`src/rtl/mc_cpu_pkg.sv`:
```
// mc_cpu_pkg: opcodes, FSM states, ALU ops and instruction field positions for mc_cpu
package mc_cpu_pkg;
    localparam int OP_HI = 31;
    localparam int OP_LO = 24;
    localparam int RD_HI = 23;
    localparam int RD_LO = 16;
    localparam int RS1_HI = 15;
    localparam int RS1_LO = 8;
    localparam int RS2_HI = 7;
    localparam int RS2_LO = 0;
    localparam logic [7:0] OP_LOADI = 8'h00;
    localparam logic [7:0] OP_MOV = 8'h01;
    localparam logic [7:0] OP_ADD = 8'h02;
    localparam logic [7:0] OP_SUB = 8'h03;
    localparam logic [7:0] OP_AND = 8'h04;
    localparam logic [7:0] OP_OR = 8'h05;
    localparam logic [7:0] OP_JUMP = 8'h06;
    localparam logic [7:0] OP_BEQ = 8'h07;
    localparam logic [7:0] OP_LWD = 8'h08;
    localparam logic [7:0] OP_LWI = 8'h09;
    localparam logic [7:0] OP_SWD = 8'h0A;
    localparam logic [7:0] OP_SWI = 8'h0B;
    localparam logic [7:0] OP_BNE = 8'h0C;
    localparam logic [7:0] OP_SLL = 8'h0D;
    localparam logic [7:0] OP_SRL = 8'h0E;
    typedef enum logic [2:0] {S_FETCH, S_DECODE, S_EXEC, S_MEM, S_WB, S_TRAP} state_t;
    typedef enum logic [2:0] {ALU_B, ALU_ADD, ALU_SUB, ALU_AND, ALU_OR, ALU_SLL, ALU_SRL} alu_op_t;
    function automatic alu_op_t alu_op_of(input logic [7:0] op);
        case (op)
            OP_ADD: return ALU_ADD;
            OP_SUB, OP_BEQ, OP_BNE: return ALU_SUB;
            OP_AND: return ALU_AND;
            OP_OR: return ALU_OR;
            OP_SLL: return ALU_SLL;
            OP_SRL: return ALU_SRL;
            OP_LOADI, OP_MOV: return ALU_B;
            default: return ALU_B;
        endcase
    endfunction
    function automatic logic uses_imm(input logic [7:0] op);
        return op inside {OP_LOADI, OP_LWI, OP_SWI, OP_SLL, OP_SRL};
    endfunction
endpackage

```
`src/rtl/mc_cpu_if.sv`:
```
// mc_cpu_if: instruction and data memory request/busywait bus of mc_cpu
interface mc_cpu_if #(parameter int DATA_W = 8) ();
    logic [31:0] instruction;
    logic [31:0] pc;
    logic i_busywait;
    logic i_read;
    logic read;
    logic write;
    logic busywait;
    logic halted;
    logic [DATA_W-1:0] address;
    logic [DATA_W-1:0] writedata;
    logic [DATA_W-1:0] readdata;
    modport master (
        input instruction, i_busywait, readdata, busywait,
        output pc, i_read, read, write, address, writedata, halted
    );
    modport slave (
        output instruction, i_busywait, readdata, busywait,
        input pc, i_read, read, write, address, writedata, halted
    );
endinterface

```
`src/rtl/mc_regfile.sv`:
```
// mc_regfile: 2-read/1-write register file with synchronous active-low clear
module mc_regfile #(
    parameter int DATA_W = 8,
    parameter int NREGS = 8
) (
    input logic clk,
    input logic rst_n,
    input logic we,
    input logic [$clog2(NREGS)-1:0] waddr,
    input logic [DATA_W-1:0] wdata,
    input logic [$clog2(NREGS)-1:0] raddr1,
    output logic [DATA_W-1:0] rdata1,
    input logic [$clog2(NREGS)-1:0] raddr2,
    output logic [DATA_W-1:0] rdata2
);
    logic [DATA_W-1:0] regs [NREGS];
    always_ff @(posedge clk) begin
        if (!rst_n)
            for (int i = 0; i < NREGS; i++) regs[i] <= '0;
        else if (we)
            regs[waddr] <= wdata;
    end
    assign rdata1 = regs[raddr1];
    assign rdata2 = regs[raddr2];
endmodule

```
`src/rtl/mc_cpu.sv`:
```
// mc_cpu: multi-cycle core (fetch/decode/exec/mem/wb) with stalling instruction and data memory
module mc_cpu
    import mc_cpu_pkg::*;
#(
    parameter int DATA_W = 8,
    parameter int NREGS = 8
) (
    input logic clk,
    input logic rst_n,
    mc_cpu_if.master bus
);
    localparam int IW = $clog2(NREGS);
    state_t state, state_next;
    alu_op_t alu_op;
    logic [31:0] pc, ir, target;
    logic [DATA_W-1:0] a, b, res, alu_y, rd1, rd2, imm;
    logic [7:0] op, shamt;
    logic is_load, is_store, is_branch, zero, take;
    logic unused;
    assign op = ir[OP_HI:OP_LO];
    assign shamt = ir[RS2_HI:RS2_LO];
    assign imm = DATA_W'($signed(shamt));
    assign unused = ^ir[RS1_HI:RS1_LO];
    assign is_load = op == OP_LWD || op == OP_LWI;
    assign is_store = op == OP_SWD || op == OP_SWI;
    assign is_branch = op == OP_JUMP || op == OP_BEQ || op == OP_BNE;
    assign target = pc + 32'd4 + {{22{ir[RD_HI]}}, ir[RD_HI:RD_LO], 2'b00};
    assign alu_op = alu_op_of(op);
    assign alu_y = alu_op == ALU_ADD ? a + b
                 : alu_op == ALU_SUB ? a - b
                 : alu_op == ALU_AND ? a & b
                 : alu_op == ALU_OR  ? a | b
                 : alu_op == ALU_SLL ? (shamt >= 8'(DATA_W) ? '0 : a << shamt)
                 : alu_op == ALU_SRL ? (shamt >= 8'(DATA_W) ? '0 : a >> shamt)
                 : b;
    // branches run the ALU as a subtract, so equality is a zero result
    assign zero = alu_y == '0;
    assign take = op == OP_JUMP || (op == OP_BEQ && zero) || (op == OP_BNE && !zero);
    mc_regfile #(.DATA_W(DATA_W), .NREGS(NREGS)) u_rf (
        .clk(clk),
        .rst_n(rst_n),
        .we(state == S_WB),
        .waddr(ir[RD_LO +: IW]),
        .wdata(res),
        .raddr1(ir[RS1_LO +: IW]),
        .rdata1(rd1),
        .raddr2(ir[RS2_LO +: IW]),
        .rdata2(rd2)
    );
    always_ff @(posedge clk) state <= !rst_n ? S_FETCH : state_next;
    always_comb begin
        state_next = state;
        case (state)
            S_FETCH: state_next = bus.i_busywait ? S_FETCH : S_DECODE;
            S_DECODE: state_next = op > OP_SRL ? S_TRAP : S_EXEC;
            S_EXEC: state_next = is_branch ? S_FETCH : (is_load || is_store) ? S_MEM : S_WB;
            S_MEM: state_next = bus.busywait ? S_MEM : is_load ? S_WB : S_FETCH;
            S_WB: state_next = S_FETCH;
            default: state_next = S_TRAP;
        endcase
    end
    always_ff @(posedge clk) begin
        if (!rst_n) begin
            pc <= '0;
            ir <= '0;
            a <= '0;
            b <= '0;
            res <= '0;
        end else begin
            case (state)
                S_FETCH: if (!bus.i_busywait) ir <= bus.instruction;
                S_DECODE: begin
                    a <= rd1;
                    b <= uses_imm(op) ? imm : rd2;
                end
                S_EXEC: begin
                    res <= alu_y;
                    if (is_branch) pc <= take ? target : pc + 32'd4;
                end
                S_MEM: if (!bus.busywait) begin
                    if (is_load) res <= bus.readdata;
                    else pc <= pc + 32'd4;
                end
                S_WB: pc <= pc + 32'd4;
                default: pc <= pc;
            endcase
        end
    end
    assign bus.pc = pc;
    assign bus.i_read = state == S_FETCH;
    assign bus.read = state == S_MEM && is_load;
    assign bus.write = state == S_MEM && is_store;
    assign bus.address = res;
    assign bus.writedata = a;
    assign bus.halted = state == S_TRAP;
endmodule

```
`src/flat_wrapper.sv`:
```
// flat-port wrapper written by rule: the top's interface ports become plain ports
module mc_cpu_flat import mc_cpu_pkg::*;
#(
    parameter int DATA_W = 8,
    parameter int NREGS = 8
)
  (clk, rst_n, bus_instruction, bus_i_busywait, bus_readdata, bus_busywait, bus_pc, bus_i_read, bus_read, bus_write, bus_address, bus_writedata, bus_halted);
  mc_cpu_if #(.DATA_W(DATA_W)) bus_i ();
  input logic clk;
  input logic rst_n;
  input wire logic [$bits(bus_i.instruction)-1:0] bus_instruction;
  input wire logic [$bits(bus_i.i_busywait)-1:0] bus_i_busywait;
  input wire logic [$bits(bus_i.readdata)-1:0] bus_readdata;
  input wire logic [$bits(bus_i.busywait)-1:0] bus_busywait;
  output wire logic [$bits(bus_i.pc)-1:0] bus_pc;
  output wire logic [$bits(bus_i.i_read)-1:0] bus_i_read;
  output wire logic [$bits(bus_i.read)-1:0] bus_read;
  output wire logic [$bits(bus_i.write)-1:0] bus_write;
  output wire logic [$bits(bus_i.address)-1:0] bus_address;
  output wire logic [$bits(bus_i.writedata)-1:0] bus_writedata;
  output wire logic [$bits(bus_i.halted)-1:0] bus_halted;
  assign bus_i.instruction = bus_instruction;
  assign bus_i.i_busywait = bus_i_busywait;
  assign bus_i.readdata = bus_readdata;
  assign bus_i.busywait = bus_busywait;
  assign bus_pc = bus_i.pc;
  assign bus_i_read = bus_i.i_read;
  assign bus_read = bus_i.read;
  assign bus_write = bus_i.write;
  assign bus_address = bus_i.address;
  assign bus_writedata = bus_i.writedata;
  assign bus_halted = bus_i.halted;
  mc_cpu #(.DATA_W(DATA_W), .NREGS(NREGS)) u_core (.clk(clk), .rst_n(rst_n), .bus(bus_i));
endmodule
```
`config.mk`:
```
export PLATFORM = sky130hd
export DESIGN_NAME = mc_cpu_flat
export DESIGN_NICKNAME = d
export VERILOG_FILES = /design/src/rtl/mc_cpu_pkg.sv /design/src/rtl/mc_cpu_if.sv /design/src/rtl/mc_regfile.sv /design/src/rtl/mc_cpu.sv /design/src/flat_wrapper.sv
export SDC_FILE = /design/constraint.sdc
export NUM_CORES = 1
export LEC_CHECK = 0
export BUFFER_PORTS_ARGS = -buffer_cell sky130_fd_sc_hd__buf_2
export CORE_MARGIN = 4
export CORE_UTILIZATION = 51
export DETAILED_ROUTE_END_ITERATION = 10
export PLACE_DENSITY = 0.7
export SYNTH_ARGS = -nofsm -noshare
export SYNTH_HDL_FRONTEND = slang
export SYNTH_SLANG_ARGS = --single-unit
```
`constraint.sdc`:
```
create_clock -name clk -period 8.9 [get_ports clk]
set_input_delay 0.89 -clock clk [delete_from_list [all_inputs] [get_ports clk]]
set_output_delay 0.89 -clock clk [all_outputs]
set_load 0.02 [all_outputs]
```
==> results.toml, run 1 <==
[drt]
firstDrtPassIters = 5
drc_markers = 0
detailedRoute.firstIterationViolations = 777
drtAntennaViolNets = 0
detail_route.wl_per_cell_um = 18.5
drt-vias-per-instance = 6.04
wirelength_um = 29900
detailroute.via_count = 9784

[clock_network]
clkTransAtPathRegs_ns = 0.07
max-clock-path-buffers = 2
clkLatencyLatePin_ns = 0.43
cts.repair.resized = 0
hold_buffers = 0
num_clock_sinks = 154
cts_max_level = 4
cts_setup_buffers = 0
cts_made_buffers = 17
root_buffer = "clkbuf_16"
tritoncts = "yes"

[global_route]
track_usage_pct = 24.3
first_pass_grt_wire_length_um = 47800
grt_max_degree = 75
global_route_congestion_overflow_total = 0
grtUsageMet2_pct = 38.7
number_of_global_route_vias_before_repair = 9190
grt_antenna_before_repair = 1
busiest_layer_in_global_routing = "met2"
groute.layer.met1.usage_pct = 33.9
global_route_track_usage_on_met3_pct = 3.48

[power_and_ir_drop]
netSwitchingPower_mw = 0.915
leakage_nw = 4.82
cellInternalPower_mw = 1.48
vdd_drop_max_v = 0.000133
p_per_area_mw_per_mm2 = 193
share_clk_of_total_power_pct = 29.3
combinationalPowerShare_pct = 31.6
power_switching_share_pct = 38.2
power.share.sequential_pct = 39.1

[logic_synthesis]
ys_dominant_reg_cell = "dfxtp_1"
synth.lib_cells_used.distinct = 81
syn_area_per_cell_um2 = 8.77
seq_area_frac_synth_pct = 33.0
yosys_warning_count = 0
post_synthesis_async_set_or_reset_flop_share_pct = 0
synth_edf_count = 64
syn_area_mm2 = 0.0113
synth.ff_latch_count = 154
synth_cells = 1287

[timing]
final.setup.tns_ns = 0
max_freq_ghz = 0.208
endpoints_failing_hold = 0
finalCriticalPeriod_ns = 4.80
setup_viol = 0
fin_crit_sh_pct = 54.0
clock_skew_ns = 0.0100
max_slew_margin_pct = 16.3
setup_repair_after_global_routing_missed_its_margin = "no"
worst_pin_slew_ns = 1.24
drv_slew = 0

[placement]
dp_hpwl_um = 21900
io_buffers = 88
gp_congestion = 0.961

[worst_setup_path]
worst_setup_path_start_kind = "register"
critical_path_class = "reg -> reg"
worstSetupEndpointType = "register"
worstPathRequired_ns = 9.26
critical_path.max_fanout = 7
timing.critical_path.arrival_ns = 5.16

[die]
placementRows = 54
start_util_pct = 51.7
dieHeight_um = 157
core_area_mm2 = 0.0218
boundaryPins = 96
die_x_um = 157
die-area_mm2 = 0.0246

[cells_and_area]
fill_cells = 2027
mostFrequentLayoutCell = "nand2_1"
postLayoutCoreUtil_pct = 56.8
layout.cells.most_common_list = "nand2_1, a21oi_1, nor2_1"
fraction_of_layout_instances_using_a_drive_strength_above_1_pct = 14.0
layout.nets = 1431
layout-area-overhead-vs-synth_pct = 9.78

[run]
drv.max_cap_violation_count = 0

[hold_path]
min-delay-path-class = "reg -> reg"

[run_status]
status = "complete, no violations"
[Yosys cell counts, types with 36 or more instances]
cell type / number / share of area, %
mux4_2: 36 / 7.2
inv_1: 48 / 1.6
edfxtp_1: 64 / 17
nand2_1: 151 / 5.0
o21ai_0: 63 / 2.8
dfxtp_1: 90 / 16
clkbuf_1: 45 / 1.5
a21oi_1: 114 / 5.1
ha_1: 57 / 6.3
and2_1: 64 / 3.5
nor2_1: 100 / 3.3
mux2i_1: 42 / 3.7
[worst paths after layout]
kind / startpoint / end / slack (ns) / depth (start not counted)
max: u_core.bus.pc[2] / u_core.bus.pc[31] / 4.10 / 18
min: u_core.ir[19] / u_core.ir[19] / 0.47 / 2
max reg2reg: u_core.bus.pc[2] / u_core.bus.pc[31] / 4.10 / 18
min reg2reg: u_core.ir[19] / u_core.ir[19] / 0.47 / 2
[layer usage]
| metal | routed length (um) | part of all wire, % |
|---|---|---|
| met1 | 13500 | 45 |
| met2 | 13900 | 47 |
| met3 | 1710 | 5.7 |
| met4 | 769 | 2.6 |
| met5 | 0 | 0 |
[critical path: stages, from the launching register on]
cell and delay [ns]:
dfxtp_1 0.47, ha_1 0.29, nand4_1 0.26, inv_1 0.20, nand2b_1 0.12, nor3_1 0.53, and4_1 0.36, nand2_1 0.14
xnor2_1 0.16, ha_1 0.35, a21o_1 0.18, a21oi_1 0.21, nand2_1 0.08, o31a_1 0.29, a41oi_1 0.34, mux2i_1 0.13
a21oi_1 0.20, mux2i_1 0.24, mux2i_1 0.19
[area by class of cell]
cell class              instances  area [um2]  share of cell area, %
clock inverters                13         123                  0.990
repair buffers                 95         493                   3.98
flip-flops and latches        154        3720                   30.1
clock buffers                  19         443                   3.58
diodes                          1        2.50                 0.0202
inverters                      51         191                   1.55
well taps                     280         350                   2.83
multi-input cells            1008        7060                   57.0
[stage by stage]
| step | power [mW] | instance area (um2) | hold slack, ns | setup slack (ns) | cells |
|---|---|---|---|---|---|
| final | 2.40 | 12400 | 0.473 | 4.10 | 1621 |
| after global routing | 2.53 | 12400 | 0.484 | 3.77 | 1621 |
| after CTS | 2.40 | 12400 | 0.474 | 4.11 | 1620 |
| after detailed placement | 1.69 | 11800 | 0.458 | 4.12 | 1588 |
| after global placement | 1.68 | 11800 | 0.454 | 4.20 | 1588 |
| after floorplan | 1.48 | 11300 | 0.441 | 4.90 | 1288 |
[power by group through the flow]
stage	sequential, mW	clock [mW]	combinational, mW
after floorplan	0.901	0	0.580
after global placement	0.946	0	0.735
after detailed placement	0.949	0	0.745
after CTS	0.934	0.714	0.751
after global routing	0.951	0.745	0.837
final	0.937	0.702	0.756
[cell families (layout without fill, tap and decap cells)]
logic type / count (synthesis) / in the layout / share of synthesized area (%)
AO/OA/AOI/OAI: 339 / 339 / 19.0
XOR/XNOR: 54 / 54 / 4.19
multiplexers: 85 / 85 / 11.6
AND/OR/NAND/NOR: 467 / 467 / 20.6
buffers and inverters: 126 / 178 / 4.64
adder cells (fa/ha/maj): 61 / 61 / 6.94
flip-flops: 154 / 154 / 33.0
other: 1 / 3 / 0.0332
[state kept, by name (all words and copies together) (netlist names), named ones only]
| name | cells |
|---|---|
| u_core.bus.pc | 30 |
| u_core.u_rf.regs | 64 |
| u_core.state | 3 |
| u_core.b | 8 |
| u_core.ir | 27 |
| u_core.bus.writedata | 8 |
| u_core.bus.address | 8 |
Note: power is estimated with default switching activity, not from simulation.
==> run 2, diff against run 1 <==
clock period = 4.5 ns   (was 8.9 ns; I/O delays follow)
==> run 2 against run 1 <==
Cell count grew 2.5%. Combinational power grew 120%. Sequential power grew 91%. Hold slack lost 0.22 ns. Count of clock-buffer cells in the layout shrank 2. Sequential share of layout area shrank 0.83 points. Via count grew 2.7%. Wire length grew 5.2%. Fmax grew 15%.
==> results.toml, run 2 (synthesized netlist as in run 1, its figures left out) <==
[cells_and_area]
fraction_of_layout_instances_using_a_drive_strength_above_1_pct = 16.9
mostFrequentLayoutCell = "nand2_1"
finalNonFillerCells = 1661
postLayoutCoreUtil_pct = 58.4
layout.cells.most_common_list = "nand2_1, a21oi_1, nor2_1"
layout.nets = 1471
largest_reg_flops = 64
fill_cells = 1973
layout_top_registers = "u_core.u_rf.regs (64), u_core.bus.pc (30), u_core.ir (27)"
layout-area-overhead-vs-synth_pct = 12.9
multi_input_comb_area_mm2 = 0.00709
regArea_mm2 = 0.00372
fin_area_mm2 = 0.0127
regMostFlops = "u_core.u_rf.regs"

[timing]
fin_crit_sh_pct = 92.9
max_freq_ghz = 0.239
finalHoldWorstSlack_ns = 0.248
endpoints_failing_hold = 0
worst_pin_slew_ns = 1.22
drv_slew = 0
finalCriticalPeriod_ns = 4.18
setup_viol = 0
clock_skew_ns = 0.0106
max_slew_margin_pct = 18.0

[die]
die-area_mm2 = 0.0246
die_x_um = 157
dieHeight_um = 157
start_util_pct = 51.7
core_area_mm2 = 0.0218
boundaryPins = 96
placementRows = 54

[worst_setup_path]
worst_setup_path_start_kind = "register"
timing.reg2reg.setup_slack_ns = 0.32
critical_path_class = "reg -> reg"
timing.critical_path.arrival_ns = 4.55
worstPathRequired_ns = 4.87
critical_path.max_fanout = 7
worstSetupEndpointType = "register"
timing.rr.start = "u_core.bus.pc[5]"
worst-r2r-cell-count = 15
worstReg2RegEnd = "u_core.bus.pc[31]"

[placement]
place_inst = 1628
gp_congestion = 1.00
dpl-instance-area_mm2 = 0.0121
dp_hpwl_um = 23600
io_buffers = 88

[drt]
drtAntennaViolNets = 0
wirelength_um = 31500
detail_route.wl_per_cell_um = 18.9
drc_markers = 0
detailedRoute.firstIterationViolations = 799
firstDrtPassIters = 5
drt-vias-per-instance = 6.05
detailroute.via_count = 10000

[clock_network]
root_buffer = "clkbuf_16"
clkLatencyLatePin_ns = 0.44
max-clock-path-buffers = 2
cts_setup_buffers = 0
cts_max_level = 4
num_clock_sinks = 154
clkTransAtPathRegs_ns = 0.07
cts_made_buffers = 17
tritoncts = "yes"

[hold_path]
min-delay-path-class = "in -> reg"
worst_hold_path.endpoint = "u_core.ir[5]"
min_path_cells = 3
min_delay_src = "bus_instruction[5]"

[global_route]
number_of_global_route_vias_before_repair = 9363
track_usage_pct = 25.7
grt_max_degree = 75
global_route_congestion_overflow_total = 0
first_pass_grt_wire_length_um = 50400
grt_antenna_before_repair = 1

[run_status]
status = "complete, no violations"

[power_and_ir_drop]
leakage_nw = 5.05
p_per_area_mw_per_mm2 = 382
vdd_drop_max_v = 0.000294

[run]
drv.max_cap_violation_count = 0
[run 2: changes by cell type in the layout (fill, tap and decap cells not counted), sizes merged]
cell / change
buf: +40
bufinv: +1
clkbuf: -2
clkinv: +1
[run 2: how the worst max path moves through the flow]
stage | from | end | slack [ns] | depth (start not counted)
2_1_floorplan | u_core.bus.pc[7] | u_core.bus.pc[31] | 0.50 | 17
3_3_place_gp | u_core.bus.pc[5] | u_core.bus.pc[31] | 0.28 | 15
3_5_place_dp | u_core.bus.pc[5] | u_core.bus.pc[31] | 0.18 | 15
4_1_cts | u_core.bus.pc[5] | u_core.bus.pc[31] | 0.12 | 15
5_1_grt | u_core.bus.pc[5] | u_core.bus.pc[31] | -0.02 | 15
6_report | u_core.bus.pc[5] | u_core.bus.pc[31] | 0.32 | 15
[run 2: metrics by stage]
step	power, mW	TNS [ns]	worst slack (ns)
final	4.86	0	0.319
after global routing	5.13	-0.0168	-0.0168
after CTS	4.85	0	0.122
after detailed placement	3.43	0	0.179
after global placement	3.40	0	0.284
after floorplan	2.93	0	0.498
[run 2: area by class of cell]
class / instances / share of cell area, %
Multi-Input combinational cell: 1008 / 55.7
Sequential cell: 154 / 29.2
Timing Repair Buffer: 135 / 6.32
Clock buffer: 17 / 3.34
Tap cell: 280 / 2.75
Inverter: 51 / 1.50
Clock inverter: 15 / 1.18
Antenna cell: 1 / 0.0196
[run 2: repair_timing]
| action | 4_1_cts | 5_1_grt |
|---|---|---|
| resized for setup | 0 | 6 |
| hold buffers | 0 | 0 |
| endpoints found under the hold margin | 0 | 0 |
| setup endpoints to repair | 0 | 3 |
[run 2: metal layers]
metal | part of all wire, % | vias up | GRT usage (%)
met3 | 6.0 | 54 | 3.32
met4 | 2.4 | 0 | 8.26
met5 | 0 | - | 0
met1 | 45 | 4771 | 36.8
li1 | - | 4887 | -
met2 | 46 | 333 | 40.6
[run 2: report_power, final]
part	total, mW	internal, mW	switching (mW)
sequential	1.79	1.57	0.218
clock	1.43	0.781	0.648
combinational	1.64	0.661	0.979
total	4.86	3.02	1.84
[run 2: worst max-delay path, stage by stage, from the launching register on]
cell       delay, ns
dfxtp_1         0.43
and3_1          0.25
nand3_2         0.19
xnor2_1         0.19
ha_1            0.36
o211a_1         0.16
o21ai_0         0.12
a2111oi_1       0.69
o21ai_0         0.21
a21boi_0        0.29
o31a_1          0.28
a41oi_2         0.17
mux2i_1         0.15
a21oi_1         0.16
mux2i_1         0.25
mux2i_1         0.21
